==> src/rtl/hls_handshake_loop_monitor.sv <==
// Passive observer for an HLS ap_* handshake and one pipelined loop inside it.
// It keeps saturating statistics counters and freezes them when finish is raised.
module hls_handshake_loop_monitor #(
  parameter int STATE_W = 1,
  parameter int CNT_W   = 32
) (
  input  logic               clock,
  input  logic               reset,
  input  logic               finish,
  input  logic               mod_start,
  input  logic               mod_ready,
  input  logic               mod_done,
  input  logic               mod_continue,
  input  logic [STATE_W-1:0] cur_state,
  input  logic [STATE_W-1:0] iter_start_state,
  input  logic [STATE_W-1:0] iter_end_state,
  input  logic [STATE_W-1:0] quit_state,
  input  logic               iter_start_block,
  input  logic               iter_end_block,
  input  logic               quit_block,
  input  logic               iter_start_enable,
  input  logic               iter_end_enable,
  input  logic               quit_enable,
  input  logic               loop_start,
  input  logic               loop_ready,
  input  logic               loop_done,
  input  logic               loop_continue,
  input  logic               quit_at_end,
  output logic               mod_busy,
  output logic [CNT_W-1:0]   mod_start_cnt,
  output logic [CNT_W-1:0]   mod_done_cnt,
  output logic [CNT_W-1:0]   mod_busy_cycles,
  output logic [CNT_W-1:0]   mod_stall_cycles,
  output logic [CNT_W-1:0]   loop_iter_start_cnt,
  output logic [CNT_W-1:0]   loop_iter_end_cnt,
  output logic [CNT_W-1:0]   loop_inflight,
  output logic [CNT_W-1:0]   loop_run_cnt,
  output logic               frozen,
  output logic               overflow
);
  localparam int NCNT = 7;
  localparam logic [CNT_W-1:0] MAX = '1;

  logic mstart, mdone, stall, istart, iend, lquit, qhit, hold;
  logic inf_up, inf_dn, inf_sat, underflow, busy_n;
  logic [NCNT-1:0] inc, sat;
  logic [NCNT-1:0][CNT_W-1:0] cnt;

  // loop_start/loop_ready are part of the observed bundle but carry no statistic
  logic unused_in;
  assign unused_in = loop_start ^ loop_ready;

  assign mstart = mod_start & mod_ready;
  assign mdone  = mod_done & mod_continue;
  assign stall  = mod_done & ~mod_continue;
  assign istart = (cur_state == iter_start_state) & iter_start_enable & ~iter_start_block;
  assign iend   = (cur_state == iter_end_state) & iter_end_enable & ~iter_end_block;
  assign qhit   = (cur_state == quit_state) & quit_enable & ~quit_block;
  assign lquit  = loop_done & loop_continue & (quit_at_end ? qhit : 1'b1);
  assign hold   = frozen | finish;

  // a new start in the same cycle as done keeps the transaction open
  assign busy_n = mod_start | (mod_busy & ~mdone);

  assign inc = {lquit, iend, istart, stall, mod_busy, mdone, mstart};

  always_comb begin
    sat = '0;
    for (int i = 0; i < NCNT; i++) sat[i] = inc[i] & (cnt[i] == MAX);
  end

  assign inf_up    = istart & ~iend;
  assign inf_dn    = iend & ~istart;
  assign inf_sat   = inf_up & (loop_inflight == MAX);
  assign underflow = inf_dn & (loop_inflight == '0);

  always_ff @(posedge clock) begin
    if (!reset) begin
      cnt           <= '0;
      loop_inflight <= '0;
      mod_busy      <= 1'b0;
      frozen        <= 1'b0;
      overflow      <= 1'b0;
    end else begin
      if (finish) frozen <= 1'b1;
      if (!hold) begin
        for (int i = 0; i < NCNT; i++)
          if (inc[i] && !sat[i]) cnt[i] <= cnt[i] + 1'b1;
        if (inf_up && !inf_sat) loop_inflight <= loop_inflight + 1'b1;
        else if (inf_dn && !underflow) loop_inflight <= loop_inflight - 1'b1;
        if ((|sat) || inf_sat || underflow) overflow <= 1'b1;
        mod_busy <= busy_n;
      end
    end
  end

  assign mod_start_cnt       = cnt[0];
  assign mod_done_cnt        = cnt[1];
  assign mod_busy_cycles     = cnt[2];
  assign mod_stall_cycles    = cnt[3];
  assign loop_iter_start_cnt = cnt[4];
  assign loop_iter_end_cnt   = cnt[5];
  assign loop_run_cnt        = cnt[6];
endmodule

==> config.mk <==
export PLATFORM = sky130hd
export DESIGN_NAME = hls_handshake_loop_monitor
export DESIGN_NICKNAME = d
export VERILOG_FILES = /design/src/rtl/hls_handshake_loop_monitor.sv
export SDC_FILE = /design/constraint.sdc
export NUM_CORES = 1
export LEC_CHECK = 0
export ABC_AREA = 1
export BUFFER_PORTS_ARGS = -buffer_cell sky130_fd_sc_hd__buf_2
export CORE_MARGIN = 2
export CORE_UTILIZATION = 50
export DETAILED_ROUTE_END_ITERATION = 8
export PLACE_DENSITY = 0.72
export SLEW_MARGIN = 20
export SYNTH_ARGS = -nofsm -noshare
export SYNTH_HDL_FRONTEND = slang
export SYNTH_SLANG_ARGS = --single-unit
export TNS_END_PERCENT = 20
==> constraint.sdc <==
create_clock -name clock -period 7 [get_ports clock]
set_input_delay 0 -clock clock [delete_from_list [all_inputs] [get_ports clock]]
set_output_delay 0 -clock clock [all_outputs]
set_load 0.005 [all_outputs]
; Yosys cells after proc, flatten, opt, wreduce, memory -nomap -nowiden
; Index checks and enable logic that the tools add are counted.
[totals]
reg_bits = 259
out_inout_bits = 259
elab_cells = 99
[op_classes]
add_sub_neg = 9
eq_ne = 11
muxes = 3
n_bitwise = 33
reduce_logical = 32
[ops]
columns = op, count
row1 = 32-bit by 1-bit adder with 32-bit output (second input constant), 8
row2 = 32-bit equality test (second input constant), 8
row3 = 32-bit two-way mux, 2
row4 = 32-bit zero test, 1
row5 = 32-bit by 1-bit subtractor with 32-bit output (second input constant), 1
row6 = 1-bit bitwise AND, 23
row7 = 2-bit AND reduction, 9
row8 = 1-bit logical AND, 9
row9 = 1-bit zero test, 9
row10 = 1-bit inverter, 8
row11 = 7-bit OR reduction, 1
row12 = 1-bit equality test, 3
row13 = 1-bit logical OR, 2
row14 = 1-bit OR, 2
row15 = 2-bit nonzero test, 1
row16 = 1-bit two-way mux, 1

; Longest topological paths before layout
; Gate-level depths: netlist of the first run.
[depth]
ltp_word = 10
mapped_depth = 23

; Least setup slack after synthesis of the first run
; Ideal clock, no wire load.
[synth_path]
kind = register -> register
from = reg loop_inflight[23]
to = reg loop_inflight[31]
arrival_ns = 2.406
required_ns = 6.883
path_slack_ns = 4.477
path_stages_with_launch = 22
n_path_buf = 4
period_less_slack_ns = 2.523
path_cell_list = dfxtp_1 -> buf_2 -> nand2_1 -> nor2_2 -> nand2_1 -> nor2_4 -> nand2_4 -> nand2_8 -> buf_4 -> buf_4 -> buf_4 -> ha_1 -> inv_1 -> nor2_1 -> nand2_1 -> nor2_1 -> and2_1 -> nand2_1 -> nand3_1 -> nand2_1 -> nor2_1 -> nor2_1
[synth_between]
elab_chain_cells = 6
elab_cells_between_ends = 14
[synth_lines]
columns = element, line
row1 = "start, declared", 36  ; output logic [CNT_W-1:0] loop_inflight,
row2 = "start signal, assigned", 89  ; if (inf_up && !inf_sat) loop_inflight <= loop_inflight + 1'b1;
row3 = "start signal, assigned", 90  ; else if (inf_dn && !underflow) loop_inflight <= loop_inflight - 1'b1;
row4 = "parallel branches: the longest is 6 deep, another holds 32-bit by 1-bit subtractor with 32-bit output", --
; Several ways; the timed one is not identified. The select of a mux whose other input is x is not followed.
; A chain may end at the register's enable or synchronous reset.

; Final worst setup path of the first run
[layout_path]
from = reg cnt, in the netlist mod_done_cnt[15]
to = reg cnt, in the netlist mod_done_cnt[11]
[layout_between]
elab_chain_cells = 5
[layout_lines]
columns = element, line
row1 = "start, declared", 47  ; logic [NCNT-1:0][CNT_W-1:0] cnt;
row2 = "start signal, assigned by index", 88  ; if (inc[i] && !sat[i]) cnt[i] <= cnt[i] + 1'b1;
row3 = 32-bit equality test, 69  ; for (int i = 0; i < NCNT; i++) sat[i] = inc[i] & (cnt[i] == MAX);
row4 = 1-bit bitwise AND, 69
row5 = 1-bit zero test, 88
row6 = 1-bit logical AND, 88
row7 = 2-bit AND reduction (no line), --
; No other way between the ends.

==> metrics.yaml, run 1 <==
run_status:
  status: "finished, final reports clean"
grt:
  gr-usage-met3: 0.0435
  use_met2: 0.478
  track_usage: 0.292
  antenna_found_initial: 0
  grt-busiest-layer: "met2"
  grt_pass1_vias: 16400
  grt_max_degree: 104
  grt_overflow: 0
  use_met1: 0.389
  grt_pass1_wl_um: 81600
setup_path:
  path_common_cell: "nand4_1"
  arrival_ps: 3820
  crit_path_top_delay_cell: "nand2_1"
  r2r_start: "mod_done_cnt[15]"
  cp-start-kind: "flip-flop"
  rr_worst_depth: 11
  slowest_delay_ps: 700
  path_class: "flip-flop to flip-flop"
  crit_required_ps: 7450
  worstReg2RegEnd: "mod_done_cnt[11]"
  end_kind: "flip-flop"
  cp_max_fo: 24
  ff2ff_setup_slack_ps: 3630
  path_cells: "nand4_1 > nor4_1 > nand4_1 > nand2_1 > inv_1 > nand4_1 > inv_1 > nand2_1 > nor2_1 > a21oi_1 > nor2_1"
drt:
  wl_per_cell_um: 15.7
  drtAntennaViolNets: 0
  remaining_drc_errors: 0
  drtPass1Iterations: 6
  num_vias: 17600
  routed_via_density: 5.48
  drt_iter0_drc: 1338
  routed_wl_um: 50500
sta:
  tightest_slew_ps: 846
  clock_skew_ps: 17.0
  fin_crit_ps: 3370
  setup_tns_ps: 0
  grt_setup_unrepaired: "no"
  period_share: 0.482
  slew-limit-headroom: 0.436
  hold_viol_final: 0
  timing.fmax_mhz: 297
  finalMaxSlewViolations: 0
  setup_viol: 0
pwr:
  ir_drop_mv: 0.219
  power_density_nw_per_um2: 198
  power.leakage_nw: 7.90
worst_hold_path:
  min_from: "mod_ready"
  hp-class: "primary input to flip-flop"
  hold_depth: 7
  whs_endpoint: "overflow"
placed_design:
  portBuffers: 278
  dp_cells: 3149
  hpwl_um: 38100
  gp_congestion: 0.983
cells_and_area:
  layout.nets: 2815
  fill_cells: 3131
  postLayoutCoreUtil: 0.596
  diodes: 0
  syn_to_final_growth_pct: 17.2
  drive_gt1_frac: 0.144
  stdcell_count: 3209
clock_tree:
  cts_made_buffers: 30
  cts_tree: "yes"
  path_clk_slew_ps: 60
  cts_setup_buffers: 0
  root_buffer: "clkbuf_16"
  cts.sinks: 259
  clock_path_buffers: 3
  cts_max_level: 1
  clk_latency_ps: 560
logic_synthesis:
  synth-seq-cells: 259
  synth_area_um2: 16100
  synth_cell_types: 47
  synth_flop_cell: "dfxtp_1"
  synth-seq-area-share: 0.322
  synth_nets: 2562
  synth_edf_count: 0
  synth_area_per_cell_um2: 6.36
  async_reset_ff_frac: 0
  syn_inst: 2531
  yosys_warnings: 0
die:
  placeableCoreArea_um2: 31600
  ios: 281
  die_h_um: 183
  row_count: 65
  die_w_um: 183
  initial_utilization: 0.509
  dieArea_um2: 33600
run:
  drv_cap: 0
[where the power goes]
| part | internal (mW) | switching [mW] |
|---|---|---|
| clock | 1.09 | 0.647 |
| sequential | 1.49 | 0.0270 |
| combinational | 0.161 | 0.319 |
[per-stage QoR]
step	total power [mW]	area, µm²	setup WS (ps)	hold slack, ps
2_1_floorplan	1.90	16100	4480	148
3_3_place_gp	2.01	17700	3630	309
3_5_place_dp	2.02	17700	3550	307
4_1_cts	3.75	18900	3550	0.836
5_1_grt	3.88	18900	3180	74.6
6_report	3.73	18900	3630	38.3
[critical path, delay by kind of cell, from the launching register on]
family / cells / cell delay [ps]
compound gates: 1 / 120
buf+inv: 2 / 590
simple gates: 8 / 2080
flops: 1 / 450
[cells in the mapped netlist (13+ instances only)]
cell / count / area share
nand2_1: 670 / 0.16
inv_1: 323 / 0.075
dfxtp_1: 259 / 0.32
nor2_1: 245 / 0.057
a21oi_1: 220 / 0.068
nor3_1: 124 / 0.039
o21ai_0: 110 / 0.034
nand3_1: 98 / 0.030
xor2_1: 85 / 0.046
nand4_1: 70 / 0.027
nor4_1: 69 / 0.027
clkbuf_1: 47 / 0.011
nand2_2: 20 / 0.0078
o41ai_1: 17 / 0.0093
xnor2_1: 15 / 0.0082
nor3b_1: 14 / 0.0065
o21a_1: 14 / 0.0065
nand3b_1: 13 / 0.0061
nor2_4: 13 / 0.0091
[sequential cells by signal (all words and copies together) (netlist names)]
register,flops
loop_inflight,32
loop_iter_end_cnt,32
loop_iter_start_cnt,32
loop_run_cnt,32
mod_busy_cycles,32
mod_done_cnt,32
mod_stall_cycles,32
mod_start_cnt,32
frozen,1
mod_busy,1
overflow,1
[cells by family after synthesis]
| group | Yosys count | share of synthesized area |
|---|---|---|
| and+or+nand+nor | 1378 | 0.389 |
| AOI/OAI and AO/OA | 388 | 0.129 |
| DFF | 259 | 0.322 |
| xor gates and xnor gates | 101 | 0.0561 |
| buffers and inverters | 396 | 0.0965 |
| adders and majority gates | 9 | 0.00700 |
[cell type report]
class / count / area, µm² / share of cell area
multi-input combinational: 1876 / 9350 / 0.496
sequential: 259 / 5180 / 0.275
timing repair buffer: 287 / 1470 / 0.0782
inverter: 330 / 1250 / 0.0661
clock buffer: 42 / 877 / 0.0465
tap: 402 / 503 / 0.0267
clock inverter: 13 / 220 / 0.0117
[cell usage in the layout, fill, tap and decap left out, drive strengths merged]
master       Yosys  final
nor4            69     69
nor2           271    271
o21ai          119    119
nor3b           14     14
nand2          703    703
a31oi            5      5
inv            329    329
buf             19    282
o211a            1      1
nand3b          13     13
o21bai           1      1
o211ai           1      1
dfxtp          259    259
dlygate4sd3      0      5
a41oi            1      1
clkinvlp         0      2
nor3           125    125
ha               9      9
xor2            86     86
nand4           70     70
xnor2           15     15
and3             6      6
a21oi          220    220
o22ai            3      3
clkinv           1      6
bufinv           0      6
nand3           99     99
o21a            14     14
a211oi           6      6
o41ai           17     17
clkbuf          47     42
or2              1      1
and2             7      7
[worst max-delay path by stage]
stage / start / endpoint / slack [ps]
detailed placement: mod_done_cnt[15] / mod_done_cnt[11] / 3550
CTS: mod_done_cnt[15] / mod_done_cnt[11] / 3550
global placement: mod_done_cnt[10] / mod_done_cnt[11] / 3630
global route: frozen / loop_iter_end_cnt[14] / 3180
finish: mod_done_cnt[15] / mod_done_cnt[11] / 3630
floorplan: loop_inflight[23] / loop_inflight[31] / 4480
[timing repair]
action                                 4_1_cts  5_1_grt
gates resized for setup                      0        0
hold buffers                                 5        0
endpoints found under the hold margin       46        0
[per-layer routing]
metal / routed length [µm] / vias up
met5: 0 / -
met4: 1800 / 0
met3: 3330 / 109
met2: 22900 / 621
met1: 22400 / 8064
li1: - / 8802
Power figures use the tool's default switching activity.
==> inputs of run 2 (changes only) <==
--- a/config.mk
+++ b/config.mk
@@ -10,7 +10,7 @@
 export CORE_MARGIN = 2
 export CORE_UTILIZATION = 50
 export DETAILED_ROUTE_END_ITERATION = 8
-export PLACE_DENSITY = 0.72
+export PLACE_DENSITY = 0.75
 export SLEW_MARGIN = 20
 export SYNTH_ARGS = -nofsm -noshare
 export SYNTH_HDL_FRONTEND = slang
==> constraint.sdc (replaced) <==
create_clock -name clock -period 3.1 [get_ports clock]
set_input_delay 0 -clock clock [delete_from_list [all_inputs] [get_ports clock]]
set_output_delay 0 -clock clock [all_outputs]
set_load 0.005 [all_outputs]
==> metrics.yaml, run 2 (synthesized netlist as in run 1, its figures left out) <==
placed_design:
  hpwl_um: 38000  # was 38100 µm
  portBuffers: 278  # unchanged
  placed_area_um2: 18000  # was 17700 µm²
  gp_congestion: 0.968  # was 0.983
die:
  placeableCoreArea_um2: 31600  # unchanged
  die_w_um: 183  # unchanged
  row_count: 65  # unchanged
  die_h_um: 183  # unchanged
  ios: 281  # unchanged
  initial_utilization: 0.509  # unchanged
  dieArea_um2: 33600  # unchanged
setup_path:
  worstReg2RegEnd: "loop_inflight[20]"  # was mod_done_cnt[11]
  end_kind: "flip-flop"  # unchanged
  path_class: "flip-flop to flip-flop"  # unchanged
  rr_worst_depth: 22  # was 11
  cp-endpoint: "loop_inflight[20]"  # was mod_done_cnt[11]
  cp_max_fo: 24  # unchanged
  cp-start-kind: "flip-flop"  # unchanged
  r2r_start: "loop_inflight[8]"  # was mod_done_cnt[15]
  ff2ff_setup_slack_ps: 260  # was 3630 ps
  crit_required_ps: 3570  # was 7450 ps
  arrival_ps: 3310  # was 3820 ps
  crit_start: "loop_inflight[8]"  # was mod_done_cnt[15]
sta:
  timing.fmax_mhz: 352  # was 297 MHz
  setup_tns_ps: 0  # unchanged
  slew-limit-headroom: 0.380  # was 0.436
  grt_setup_unrepaired: "no"  # unchanged
  period_share: 0.916  # was 0.482
  clock_skew_ps: 12.5  # was 17.0 ps
  setup_viol: 0  # unchanged
  tightest_slew_ps: 929  # was 846 ps
  fin_crit_ps: 2840  # was 3370 ps
  hold_viol_final: 0  # unchanged
  finalMaxSlewViolations: 0  # unchanged
drt:
  wl_per_cell_um: 15.6  # was 15.7 µm
  remaining_drc_errors: 0  # unchanged
  drtPass1Iterations: 6  # unchanged
  routed_wl_um: 50600  # was 50500 µm
  drt_iter0_drc: 1191  # was 1338
  drtAntennaViolNets: 0  # unchanged
  routed_via_density: 5.48  # about the same
  num_vias: 17800  # was 17600
cells_and_area:
  drive_gt1_frac: 0.156  # was 0.144
  design_area_um2: 19100  # was 18900 µm²
  most-common-layout-cells: "nand2_1 (670), inv_1 (322), buf_2 (277)"  # unchanged
  syn_to_final_growth_pct: 18.6  # was 17.2%
  final_common_cell: "nand2_1"  # unchanged
  layout.nets: 2851  # was 2815
  diodes: 0  # unchanged
pwr:
  power_density_nw_per_um2: 430  # was 198 nW/µm²
  ir_drop_mv: 0.405  # was 0.219 mV
  total_power_mw: 8.20  # was 3.73 mW
  power.leakage_nw: 8.05  # was 7.90 nW
run_status:
  status: "finished, final reports clean"  # unchanged
clock_tree:
  cts_max_level: 1  # unchanged
  cts_tree: "yes"  # unchanged
  cts_made_buffers: 31  # was 30
  cts_setup_buffers: 0  # unchanged
  clock_path_buffers: 3  # unchanged
  cts.sinks: 259  # unchanged
  root_buffer: "clkbuf_16"  # unchanged
  clk_latency_ps: 570  # was 560 ps
  path_clk_slew_ps: 60  # about the same
grt:
  antenna_found_initial: 0  # unchanged
  track_usage: 0.293  # was 0.292
  grt_max_degree: 91  # was 104
  grt_pass1_wl_um: 81600  # about the same
  grt_pass1_vias: 16500  # was 16400
  grt_overflow: 0  # unchanged
run:
  drv_cap: 0  # unchanged
worst_hold_path:
  hold_depth: 7  # unchanged
  hp-class: "primary input to flip-flop"  # unchanged
==> run 2: cell types whose count changed in the layout (fill, tap and decap cells not counted), sizes merged <==
cell / delta
buf: +34
dlygate4sd3: +1
clkbuf: +1
inv: +2
clkinv: +1
bufinv: -3
==> run 2: worst min path at each step <==
stage,startpoint,endpoint
floorplan,mod_start,mod_busy
CTS,iter_start_block,overflow
detailed placement,mod_start,mod_busy
global placement,mod_start,mod_busy
global route,loop_done,loop_run_cnt[1]
finish,mod_done,overflow
==> run 2: where the power goes <==
part	internal [mW]	switching (mW)	leakage (nW)
Sequential	3.37	0.0378	2.09
Combinational	0.396	0.752	5.46
Clock	2.18	1.47	0.501
Total	5.94	2.26	8.05
==> run 2: routing by layer <==
layer	global-route usage	vias to the layer above	part of all wire
met5	0	-	0
met4	0.113	0	0.040
met3	0.0554	113	0.079
met2	0.480	672	0.45
met1	0.380	8104	0.43
li1	-	8897	-
==> run 2: area by class of cell <==
cell class,count,area (µm²)
clock inverter,13,153
multi-input combinational,1876,9360
tap,402,503
sequential,259,5190
clock buffer,43,861
inverter,330,1250
fill,3092,12600
timing repair buffer,322,1760
==> run 2: worst max-delay path, stage by stage, from the launching register on <==
cell	delay (ps)
dfxtp_1	470
nand2_1	90
nor2_1	220
nand2_1	100
nor2_2	120
nand2_4	110
nand2_8	180
nand2_1	120
nand2_1	80
inv_1	40
ha_1	170
inv_1	50
nand2_1	70
nand2_1	100
nand2_1	130
nand3_1	140
nand2_1	120
nand2_1	110
nand2_1	50
nand2_1	50
nand3_1	60
nand2_1	100
inv_1	40
==> run 2: per-stage QoR <==
| step | hold slack (ps) | setup WS [ps] | std cells | util |
|---|---|---|---|---|
| floorplan | 148 | 577 | 2531 | - |
| global placement | 268 | 264 | 3183 | 0.569 |
| detailed placement | 270 | 234 | 3183 | 0.569 |
| CTS | 86.8 | 219 | 3245 | 0.603 |
| global route | 140 | 4.60 | 3245 | 0.603 |
| finish | 103 | 260 | 3245 | 0.603 |
==> run 2: timing repair <==
item / CTS / global route
gates resized for setup: 0 / 9
hold buffers: 6 / 0
hold endpoints to repair: 19 / 0
endpoints found under the setup margin: 0 / 21
